[src/rtl/hyperbus_delay_pkg.sv]
// hyperbus_delay_pkg: shared types and helpers for the HyperBus RWDS delay-tap controller.
//   state_t     controller FSM states
//   tap_idx_t   generic tap index, wide enough for any supported NUM_TAPS
//   onehot_tap  tap index -> one-hot select (truncate to NUM_TAPS at the call site)
//   clamp_tap   limit a requested index to the last implemented tap
package hyperbus_delay_pkg;

    localparam int MAX_TAPS = 256;

    typedef enum logic [1:0] {IDLE, WAIT_IDLE, APPLY, SETTLE} state_t;

    typedef logic [7:0] tap_idx_t;

    function automatic logic [MAX_TAPS-1:0] onehot_tap(input tap_idx_t idx);
        return MAX_TAPS'(1) << idx;
    endfunction

    function automatic tap_idx_t clamp_tap(input tap_idx_t idx, input int num_taps);
        return int'(idx) >= num_taps ? tap_idx_t'(num_taps - 1) : idx;
    endfunction

endpackage

[src/rtl/hyperbus_delay_tap_ctrl.sv]
// hyperbus_delay_tap_ctrl: sequences one-hot tap changes of the RWDS delay line while holding off the PHY.
//   clk_i        system clock
//   rst_ni       asynchronous reset, active-low
//   cfg_valid_i  new tap target valid
//   cfg_ready_o  controller can accept a target (state IDLE)
//   cfg_tap_i    target tap index, clamped to NUM_TAPS-1 at capture
//   phy_idle_i   PHY has no transaction in flight
//   phy_hold_o   PHY must not start a new transaction
//   tap_sel_o    registered one-hot select to the delay line
//   cur_tap_o    currently applied tap index
//   busy_o       update in progress
//   done_o       one-cycle pulse when an update finishes and hold is released
// Build option: HYPERBUS_DELAY_STEP_EN moves the tap one position per APPLY/SETTLE pass
// instead of jumping straight to the target.
module hyperbus_delay_tap_ctrl
    import hyperbus_delay_pkg::*;
#(
    parameter int NUM_TAPS      = 8,
    parameter int SETTLE_CYCLES = 4,
    parameter int DEFAULT_TAP   = 1,
    localparam int TAP_W        = $clog2(NUM_TAPS)
) (
    input  logic                clk_i,
    input  logic                rst_ni,
    input  logic                cfg_valid_i,
    output logic                cfg_ready_o,
    input  logic [TAP_W-1:0]    cfg_tap_i,
    input  logic                phy_idle_i,
    output logic                phy_hold_o,
    output logic [NUM_TAPS-1:0] tap_sel_o,
    output logic [TAP_W-1:0]    cur_tap_o,
    output logic                busy_o,
    output logic                done_o
);

    localparam int CNT_W = $clog2(SETTLE_CYCLES + 1);

    state_t           state;
    logic [TAP_W-1:0] target;
    logic [TAP_W-1:0] cap_tap;
    logic [TAP_W-1:0] next_tap;
    logic [CNT_W-1:0] cnt;

    assign cfg_ready_o = state == IDLE;

    always_comb begin
        cap_tap = TAP_W'(clamp_tap(tap_idx_t'(cfg_tap_i), NUM_TAPS));
`ifdef HYPERBUS_DELAY_STEP_EN
        next_tap = target > cur_tap_o ? cur_tap_o + TAP_W'(1) : cur_tap_o - TAP_W'(1);
`else
        next_tap = target;
`endif
    end

    always_ff @(posedge clk_i or negedge rst_ni) begin
        if (!rst_ni) begin
            state      <= IDLE;
            target     <= TAP_W'(DEFAULT_TAP);
            cur_tap_o  <= TAP_W'(DEFAULT_TAP);
            tap_sel_o  <= NUM_TAPS'(onehot_tap(tap_idx_t'(DEFAULT_TAP)));
            cnt        <= '0;
            phy_hold_o <= 1'b0;
            busy_o     <= 1'b0;
            done_o     <= 1'b0;
        end else begin
            done_o <= 1'b0;
            case (state)
                IDLE: begin
                    if (cfg_valid_i) begin
                        target <= cap_tap;
                        // Re-requesting the applied tap completes without disturbing the PHY.
                        if (cap_tap == cur_tap_o) begin
                            done_o <= 1'b1;
                        end else begin
                            state      <= WAIT_IDLE;
                            phy_hold_o <= 1'b1;
                            busy_o     <= 1'b1;
                        end
                    end
                end
                // Hold is already visible here, so an idle seen now cannot race a PHY start.
                WAIT_IDLE: if (phy_idle_i) state <= APPLY;
                APPLY: begin
                    cur_tap_o <= next_tap;
                    tap_sel_o <= NUM_TAPS'(onehot_tap(tap_idx_t'(next_tap)));
                    cnt       <= CNT_W'(SETTLE_CYCLES - 1);
                    state     <= SETTLE;
                end
                SETTLE: begin
                    if (cnt != '0) begin
                        cnt <= cnt - CNT_W'(1);
                    end else if (cur_tap_o != target) begin
                        state <= APPLY;
                    end else begin
                        state      <= IDLE;
                        phy_hold_o <= 1'b0;
                        busy_o     <= 1'b0;
                        done_o     <= 1'b1;
                    end
                end
                default: state <= IDLE;
            endcase
        end
    end

endmodule

[config.mk]
export PLATFORM = sky130hd
export DESIGN_NAME = hyperbus_delay_tap_ctrl
export DESIGN_NICKNAME = d
export VERILOG_FILES = /design/src/rtl/hyperbus_delay_pkg.sv /design/src/rtl/hyperbus_delay_tap_ctrl.sv
export SDC_FILE = /design/constraint.sdc
export NUM_CORES = 1
export LEC_CHECK = 0
export CORE_MARGIN = 3
export CORE_UTILIZATION = 30
export CTS_CLUSTER_SIZE = 8
export DETAILED_ROUTE_END_ITERATION = 10
export GPL_TIMING_DRIVEN = 0
export SKIP_CTS_REPAIR_TIMING = 1
export SLEW_MARGIN = 25
export SYNTH_ARGS = -nofsm -noshare
export SYNTH_HDL_FRONTEND = slang
export SYNTH_SLANG_ARGS = --single-unit
export TNS_END_PERCENT = 100
[constraint.sdc]
create_clock -name clk_i -period 1.73 [get_ports clk_i]
set_clock_uncertainty 0.1 [all_clocks]
set_input_delay 0.346 -clock clk_i [delete_from_list [all_inputs] [get_ports clk_i]]
set_output_delay 0.346 -clock clk_i [all_outputs]
set_load 0.05 [all_outputs]
==> key figures <==
Status
  • Outcome: finished clean

Yosys
  • Seq/Total Area, Yosys: 46.7%
  • Mapped Area: 1130 sq um
  • Mapped Nets: 120
  • Synthesized flop and latch total: 21
  • Yosys cell types: 32
  • Synthesized area per cell: 10.7 sq um
  • Syn Inst Count: 106
  • Synth warn: 0

Floorplan
  • Initial Utilization: between 30% and 40%
  • Core area: 3490 sq um
  • I/O pins: 22
  • Chip height: ~67 microns
  • Die Wd: 67.5 microns
  • # rows: 21
  • Die area: 4550 sq um

Timing
  • Fmax: 596 MHz
  • Worst-Margin Slew: 0.511 ns
  • Fin crit period: between 1.5 and 2 ns
  • Setup-failing EPs final: 0
  • Final Max Slew Viols: 0
  • Slew margin rel.: 65.9%
  • Worst setup margin: 0.0526 ns
  • Final period util: a little over nine tenths
  • Final setup TNS: 0 ns
  • Final hold violations: 0
  • RSZ-0062 raised after global routing: true

Detailed routing
  • Initial DRC Count: 15
  • Wire per inst: roughly 13 microns
  • Final routed DRC violation total: 0
  • Met3 wire length: around 83 microns
  • Total wire length: 2.30 mm
  • Metal2 WL: approximately 1.2 mm
  • Top Layer Used: met4
  • Final ANT Viol Nets: 0
  • Detailed Routing Iterations Pass 1: 4
  • Wl on met1: 1.04 mm
  • Via-to-Cell Ratio: 4.78
  • Via count: 850

Placed design
  • Port bufs: 21
  • DP Worst Slack: -0.329 ns
  • HPWL after detailed placement: 1.70 mm
  • Routability congestion estimate: approximately 0.73
  • Placed Area: around 1400 sq um

Critical path
  • CP startpoint kind: register
  • Worst Path Buf+Inv: 2
  • Arrival @ worst endpoint: 1.23 ns
  • Slowest CP cell: dfrtp_1
  • CP cell instances: inv_1, ha_4, buf_6
  • Kind of critical path: register to primary output
  • CP endpoint kind: primary output
  • Critical Path RT: 1.28 ns
  • CP max FO: 5
  • Delay-heaviest family, CP: flip-flops
  • Crit-path max cell delay: 0.44 ns

Clocking
  • H-Tree Level Count: 1
  • CTS Buffer Depth: 2
  • CTS buffer count: 3
  • Clk sinks: 21
  • Clock Root Buffer: clkbuf_8
  • CTS tree: built
  • CTS clk-pin slew, worst paths: 0.08 ns
  • Worst-skew pair later-pin latency: approximately 0.26 ns

Global routing
  • Largest net degree at the start of global routing: 22
  • GR Overflow Total: 0
  • Vias in the first global route: 872
  • First-pass GRT wire length: 3.74 mm
  • Gr usage total: 10.8%
  • Initial antenna violation count: 0

Power
  • Worst VDD drop: 0.000853 V
  • Pwr per Cell Area: 2090 nW/um^2
  • Leak Pwr: between 0.8 and 0.9 nW

Layout
  • Area delta synth->final: 31.9%
  • Final Cell Area: 1500 sq um
  • Share of cells above drive strength 1: 21.2%
  • Most frequent cells in the layout: 18 x dfrtp_1, 16 x inv_1, 13 x dlymetal6s2s_1
  • Layout Nets: 147
  • Count of filler cells inserted in the layout: 346
  • Commonest non-fill, non-tap cell in the layout: dfrtp_1
  • Number of diodes: 0

Run
  • Max cap viols: 0

Worst hold path
  • Hold Path Class: register to register
-- path summary, 6_finish.rpt --
check	from	endpoint	slack (ns)	cells past startpoint
setup reg to reg	state[0]	state[1]	0.08	5
hold / removal	tap_sel_o[1]	tap_sel_o[1]	0.38	2
hold reg to reg	tap_sel_o[1]	tap_sel_o[1]	0.38	2
setup / recovery	state[0]	cfg_ready_o	0.05	3
max in group asynchronous	rst_ni	tap_sel_o[1]	0.72	2
min in group asynchronous	rst_ni	cur_tap_o[1]	0.46	2
-- sequential cells by signal, summed over array words and instances (netlist names) --
signal     count
tap_sel_o      8
busy_o         1
cur_tap_o      3
state          2
done_o         1
cnt            3
next_tap       3
-- cells by family (layout without fill, tap and decap cells) --
kind of cell	after synthesis	in the layout	synth area share (%)
compound gates	23	23	15.7
buf+inv	21	47	8.17
xor+xnor	6	6	4.64
mux	5	5	4.97
fa+ha+maj	7	7	7.73
simple gates	23	23	12.1
flops	21	21	46.7
-- synth_stat cells (all sizes together) --
library cell / number / share of area [%]
a21oi: 2 / 0.88
dfrtp: 18 / 40
inv: 16 / 5.3
xnor2: 6 / 4.6
mux2: 5 / 5.0
o22a: 1 / 0.88
a21o: 1 / 0.66
ha: 7 / 7.7
a31oi: 3 / 2.2
o21a: 1 / 0.66
nor2: 4 / 1.3
nand4b: 1 / 0.77
nand2: 6 / 2.0
a41oi: 2 / 2.2
and2: 1 / 0.77
o2111ai: 1 / 1.3
o32ai: 2 / 1.5
buf: 4 / 2.5
dfstp: 3 / 7.0
clkbuf: 1 / 0.33
nand2b: 8 / 5.1
a22oi: 1 / 0.66
nand4: 1 / 1.1
nand3b: 1 / 0.66
nand3: 1 / 0.44
o22ai: 6 / 3.3
o21ai: 3 / 1.3
-- final cells by class --
cell class                 count  area [sq um]  share of cell area [%]
buffer                         5          33.8                    2.26
clock buffer                   3          41.3                    2.76
clock inverter                 1          5.00                   0.335
inverter                      16          60.1                    4.02
multi-input combinational     64           524                    35.1
sequential                    21           529                    35.4
tap                           46          57.6                    3.85
timing repair buffer          22           244                    16.3
-- worst register-to-register path: stages (launching register included) --
cell and delay (ns):
dfrtp_1 0.44, ha_1 0.21, buf_2 0.16, a22oi_1 0.27
and2_4 0.23, a41oi_2 0.11
-- per-stage QoR --
| stage | utilization [%] | instances | power (mW) | hold WS (ns) |
|---|---|---|---|---|
| after floorplan | - | 106 | 2.29 | -0.0496 |
| after global placement | 40.2 | 173 | 2.75 | 0.375 |
| after detailed placement | 40.2 | 173 | 2.80 | 0.379 |
| after CTS | 41.5 | 177 | 3.14 | 0.389 |
| after global routing | 42.8 | 178 | 3.35 | 0.413 |
| final | 42.8 | 178 | 3.12 | 0.383 |
-- report_power, final --
group | internal [mW] | leakage, nW | switching (mW)
clock network | 0.160 | 0.0255 | 0.163
registers | 0.726 | 0.255 | 0.194
logic | 0.762 | 0.520 | 1.12
-- per-layer routing --
metal / vias to the layer above / global-route usage, %
met1: 418 / 12.3
li1: 411 / -
met3: 3 / 2.33
met5: - / 0
met4: 0 / 3.80
met2: 18 / 19.6
No activity file was read; power rests on OpenSTA's default activity.
